### src/rtl/alu_issue_seq.sv
// alu_issue_seq: initiator side of the combinational ALU.
// Drives A/B/Op, waits a settle window, then retires to WB, HI/LO or flags.
module alu_issue_seq #(
    parameter int WIDTH  = 16,
    parameter int SETTLE = 2,
    parameter int DST_W  = 3
) (
    input  logic             clk,
    input  logic             rst_n,
    input  logic             req_valid,
    output logic             req_ready,
    input  logic [2:0]       req_op,
    input  logic [WIDTH-1:0] req_a,
    input  logic [WIDTH-1:0] req_b,
    input  logic [DST_W-1:0] req_dst,
    output logic [WIDTH-1:0] alu_a,
    output logic [WIDTH-1:0] alu_b,
    output logic [2:0]       alu_op,
    input  logic [WIDTH-1:0] alu_result,
    input  logic [WIDTH-1:0] alu_hi,
    input  logic [WIDTH-1:0] alu_low,
    input  logic [WIDTH-1:0] alu_status,
    output logic             wb_valid,
    input  logic             wb_ready,
    output logic [DST_W-1:0] wb_dst,
    output logic [WIDTH-1:0] wb_data,
    output logic [WIDTH-1:0] hi_q,
    output logic [WIDTH-1:0] lo_q,
    output logic [3:0]       flags_q,
    output logic             busy
);

    localparam logic [1:0] S_IDLE   = 2'd0;
    localparam logic [1:0] S_DRIVE  = 2'd1;
    localparam logic [1:0] S_SAMPLE = 2'd2;
    localparam logic [1:0] S_WB     = 2'd3;

    localparam logic [2:0] OP_CLR = 3'b000;
    localparam logic [2:0] OP_ADD = 3'b001;
    localparam logic [2:0] OP_SUB = 3'b010;
    localparam logic [2:0] OP_MUL = 3'b110;
    localparam logic [2:0] OP_CMP = 3'b111;

    localparam logic [3:0] CNT_INIT = 4'(SETTLE - 1);

    logic [1:0]       state_q, state_d;
    logic [3:0]       cnt_q, cnt_d;
    logic [WIDTH-1:0] alu_a_q, alu_a_d;
    logic [WIDTH-1:0] alu_b_q, alu_b_d;
    logic [2:0]       alu_op_q, alu_op_d;
    logic [DST_W-1:0] dst_q, dst_d;
    logic             wb_valid_q, wb_valid_d;
    logic [DST_W-1:0] wb_dst_q, wb_dst_d;
    logic [WIDTH-1:0] wb_data_q, wb_data_d;
    logic [WIDTH-1:0] hi_d, lo_d;
    logic [3:0]       flags_d;
    logic [3:0]       status_flags;

    // Only the top four status bits carry flags; the rest are ignored.
    logic unused_status;
    assign unused_status = ^alu_status[WIDTH-5:0];
    assign status_flags  = alu_status[WIDTH-1 -: 4];

    assign req_ready = (state_q == S_IDLE);
    assign busy      = (state_q != S_IDLE);
    assign alu_a     = alu_a_q;
    assign alu_b     = alu_b_q;
    assign alu_op    = alu_op_q;
    assign wb_valid  = wb_valid_q;
    assign wb_dst    = wb_dst_q;
    assign wb_data   = wb_data_q;

    // Next-state and datapath selection for the issue sequence.
    always_comb begin
        state_d    = state_q;
        cnt_d      = cnt_q;
        alu_a_d    = alu_a_q;
        alu_b_d    = alu_b_q;
        alu_op_d   = alu_op_q;
        dst_d      = dst_q;
        wb_valid_d = wb_valid_q;
        wb_dst_d   = wb_dst_q;
        wb_data_d  = wb_data_q;
        hi_d       = hi_q;
        lo_d       = lo_q;
        flags_d    = flags_q;
        unique case (state_q)
            S_IDLE: begin
                alu_op_d = OP_CLR;
                if (req_valid) begin
                    alu_a_d  = req_a;
                    alu_b_d  = req_b;
                    alu_op_d = req_op;
                    dst_d    = req_dst;
                    cnt_d    = CNT_INIT;
                    state_d  = S_DRIVE;
                end
            end
            S_DRIVE: begin
                if (cnt_q == 4'd0) begin
                    state_d = S_SAMPLE;
                end else begin
                    cnt_d = cnt_q - 4'd1;
                end
            end
            S_SAMPLE: begin
                unique case (alu_op_q)
                    OP_MUL: begin
                        hi_d     = alu_hi;
                        lo_d     = alu_low;
                        alu_op_d = OP_CLR;
                        state_d  = S_IDLE;
                    end
                    OP_CMP: begin
                        flags_d  = status_flags;
                        alu_op_d = OP_CLR;
                        state_d  = S_IDLE;
                    end
                    OP_ADD, OP_SUB: begin
                        flags_d    = status_flags;
                        wb_data_d  = alu_result;
                        wb_dst_d   = dst_q;
                        wb_valid_d = 1'b1;
                        state_d    = S_WB;
                    end
                    default: begin
                        wb_data_d  = alu_result;
                        wb_dst_d   = dst_q;
                        wb_valid_d = 1'b1;
                        state_d    = S_WB;
                    end
                endcase
            end
            S_WB: begin
                if (wb_ready) begin
                    wb_valid_d = 1'b0;
                    alu_op_d   = OP_CLR;
                    state_d    = S_IDLE;
                end
            end
            default: begin
                state_d = S_IDLE;
            end
        endcase
    end

    // State registers; reset abandons any operation in flight.
    always_ff @(posedge clk or negedge rst_n) begin
        if (!rst_n) begin
            state_q    <= S_IDLE;
            cnt_q      <= 4'd0;
            alu_a_q    <= '0;
            alu_b_q    <= '0;
            alu_op_q   <= OP_CLR;
            dst_q      <= '0;
            wb_valid_q <= 1'b0;
            wb_dst_q   <= '0;
            wb_data_q  <= '0;
            hi_q       <= '0;
            lo_q       <= '0;
            flags_q    <= 4'd0;
        end else begin
            state_q    <= state_d;
            cnt_q      <= cnt_d;
            alu_a_q    <= alu_a_d;
            alu_b_q    <= alu_b_d;
            alu_op_q   <= alu_op_d;
            dst_q      <= dst_d;
            wb_valid_q <= wb_valid_d;
            wb_dst_q   <= wb_dst_d;
            wb_data_q  <= wb_data_d;
            hi_q       <= hi_d;
            lo_q       <= lo_d;
            flags_q    <= flags_d;
        end
    end

endmodule

### config.mk
export PLATFORM = sky130hd
export DESIGN_NAME = alu_issue_seq
export DESIGN_NICKNAME = d
export VERILOG_FILES = /design/src/rtl/alu_issue_seq.sv
export SDC_FILE = /design/constraint.sdc
export NUM_CORES = 1
export LEC_CHECK = 0
export BUFFER_PORTS_ARGS = -buffer_cell sky130_fd_sc_hd__buf_2
export CAP_MARGIN = 20
export CORE_MARGIN = 2
export CORE_UTILIZATION = 45
export DETAILED_ROUTE_END_ITERATION = 6
export HOLD_SLACK_MARGIN = 0.1
export PLACE_DENSITY = 0.9
export SYNTH_ARGS = -nofsm -noshare
export SYNTH_HDL_FRONTEND = slang
export SYNTH_SLANG_ARGS = --single-unit
### constraint.sdc
create_clock -name clk -period 3.8 [get_ports clk]
set_input_delay 0 -clock clk [delete_from_list [all_inputs] [get_ports clk]]
set_output_delay 0 -clock clk [all_outputs]
set_load 0.01 [all_outputs]
==> run_results.csv <==
group,metric,value,unit
synthesis,yosys_warnings,0,
hold_path,hold_path_class,"in2reg",
route,postRouteAntennaNets,0,
run_status,status,"complete, no violations",
synthesis,synthXorXnorAreaFrac,0,
worst_setup_path,r2r_cells,4,
clocking,cts_num_sinks,100,
worst_setup_path,path_max_fanout,32,
final_layout,drive_above_1_share,0.556,
pwr,p_per_area,756,nW/um^2
global_route,grt_pass1_wl,16800,um
worst_setup_path,crit_path_end,"hi_q[8]",
timing,finalHoldViolCount,0,
placed_design,place_inst,544,
timing,slew_headroom,0.335,
final_layout,final_cells,653,
worst_setup_path,regToRegEndpoint,"hi_q[8]",
timing,period_needed,2480,ps
synthesis,synth_top_flop_cell,"dfrtp_1",
synthesis,synthMuxAreaShare,0.265,
global_route,grtUsageTotal,0.217,
timing,grt_setup_unrepaired,"false",
timing,finalSetupTns,0,ps
global_route,overflow,0,
synthesis,synthSimpleGateAreaFrac,0.0417,
synthesis,synth_most_common_cell,"dfrtp_1",
worst_setup_path,worstSetupEndpointType,"flop",
clocking,worst_skew_pair.late_latency,350,ps
timing,setup_viol,0,
die,die_h,98.5,um
clocking,cts_tree,"done",
synthesis,async_flop_share,1.00,
placed_design,place_congestion,0.756,
worst_setup_path,required,4020,ps
pwr,p_int,3.04,mW
synthesis,yosys-top-cells-area,"dfrtp_1, mux2_2, ha_1",
route,drcViolationCount,0,
placed_design,port_buffers,186,
synthesis,synth_edf_count,0,
placed_design,hpwl,6360,um
synthesis,synth_commonest_cells,"dfrtp_1, mux2_2, buf_2",
worst_setup_path,critical_path_class,"reg2reg",
placed_design,place_area,5060,um^2
worst_setup_path,r2r_start,"state_q[0]",
synthesis,syn_inst,257,
route,via_per_inst,4.90,
pwr,seq_power_share,0.413,
synthesis,syn_avg_cell_area,15.7,um^2
final_layout,synthToLayoutAreaGrowth,54.1,%
worst_setup_path,r2r_setup_slack,1320,ps
timing,finalCritPeriodShare,0.653,
pwr,leakage,2.98,nW
route,first_pass_iters,5,
pwr,ir_drop,437,uV
route,routedWlPerCell,15.9,um
synthesis,syn_nets,368,
final_layout,ff_latch_area,2500,um^2
global_route,antenna_found_initial,0,
worst_setup_path,start_kind,"flop",
timing,clock_skew,15.5,ps
run,drv_cap,0,
die,start_util,0.464,
pwr,power.switching,1.65,mW
global_route,grt_pass1_vias,3510,
die,die_w,98.5,um
pwr,swShare,0.352,
clocking,cts_root_buffer,"clkbuf_8",
final_layout,fill_cells,583,
timing,tightest_slew,996,ps
clocking,path_clk_slew,90,ps
die,ios,199,
pwr,pwr-share-comb,0.442,
route,first_iter_violations,69,
synthesis,synth_compound_area_frac,0.0373,
global_route,grt_max_degree,60,
clocking,max-clock-path-buffers,2,
worst_setup_path,arrival,2700,ps
timing,fmax,0.403,GHz
route,vias,3201,
synthesis,synth.top_cell.area_share,0.622,
synthesis,post_synth_num_cell_types,35,
synthesis,synthAdderAreaFrac,0.0156,
route,drt-total-wl,10400,um
synthesis,synth_top_family_by_area,"multiplexers",
clocking,htree_levels,3,
final_layout,stdcell_area,6200,um^2
pwr,pwr-share-clk,0.146,
timing,finalMaxSlewViolations,0,
synthesis,synth_seq_cells,100,
die,dieArea,9710,um^2
die,rows,34,
final_layout,nets,651,
synthesis,seq_area_frac_synth,0.622,
timing,timing.hold.ws,121,ps
die,core_area,8680,um^2
worst_setup_path,startpoint,"state_q[0]",
final_layout,antenna_cells,0,
pwr,p_total,4.69,mW
synthesis,netlist_area,4020,um^2
final_layout,multi_input_area,1450,um^2
synthesis,yosysTopAreaCell,"dfrtp_1",
clocking,numCtsBuffers,9,
[worst max-delay path: stages, from the launching register on]
cell	delay (ps)
dfrtp_1	410
inv_1	180
ha_1	320
nand4_2	810
mux2_1	630
[cell type report]
type,instances,area share
inverters,8,0.00484
well taps,108,0.0218
clock inverters,5,0.00969
multi-input cells,140,0.233
repair buffers,281,0.304
clock buffers,11,0.0228
flip-flops and latches,100,0.404
[state kept, by name, indices dropped and copies added (netlist names)]
register / count
alu_a: 16
alu_b: 16
hi_q: 16
lo_q: 16
wb_data: 16
cnt_q: 4
flags_q: 4
alu_op: 3
dst_q: 3
wb_dst: 3
state_q: 2
wb_valid: 1
[stage by stage]
step | worst slack [ps] | utilization
floorplan | 2070 | -
global placement | 1430 | 0.583
detailed placement | 1330 | 0.583
CTS | 1310 | 0.713
global route | 1140 | 0.714
finish | 1320 | 0.714
[cells in the final DEF (no fill, tap or decap), drive strengths merged, types with 2 or more instances in the layout]
cell type,instances
o41ai,2
nor2,3
mux2,91
dfrtp,100
nor3,2
nand2,5
inv,9
clkbuf,11
o21ai,3
nor2b,3
buf,189
ha,5
mux2i,4
dlygate4sd3,92
clkinv,2
a21oi,2
[worst min-delay path by stage]
stage | from | endpoint | slack (ps) | cells after the start
after floorplan | rst_n | alu_a[0] | -300 | 0
after global placement | rst_n | flags_q[3] | 100 | 1
after detailed placement | rst_n | flags_q[2] | 110 | 1
after CTS | req_valid | alu_op[0] | 100 | 4
after global routing | req_valid | alu_op[0] | 140 | 4
final | req_valid | alu_op[0] | 120 | 4
[metal layers]
metal	track usage	vias to the layer above	routed length, um
li1	-	1477	-
met1	0.239	1580	3900
met2	0.409	124	5660
met3	0.0574	20	637
met4	0.0643	0	218
met5	0	-	0
[power by group through the flow]
stage               sequential, mW  combinational (mW)  clock [mW]
global route                  2.00                2.23       0.753
CTS                           1.92                2.05       0.703
floorplan                     2.15               0.966           0
finish                        1.93                2.07       0.683
detailed placement            1.94                1.97           0
global placement              1.88                1.90           0
[cell families (layout without fill, tap and decap cells)]
kind of cell | after synthesis | in the layout
simple gates | 25 | 25
compound gates | 15 | 15
mux | 95 | 95
buf+inv | 17 | 305
flops | 100 | 100
fa+ha+maj | 5 | 5
[what timing repair did]
action	in CTS	in global routing
setup buffers	0	0
gates resized for setup	0	0
hold buffers	92	0
endpoints found under the setup margin	0	0
endpoints found under the hold margin	149	0
No activity file was read; power rests on OpenSTA's default activity.
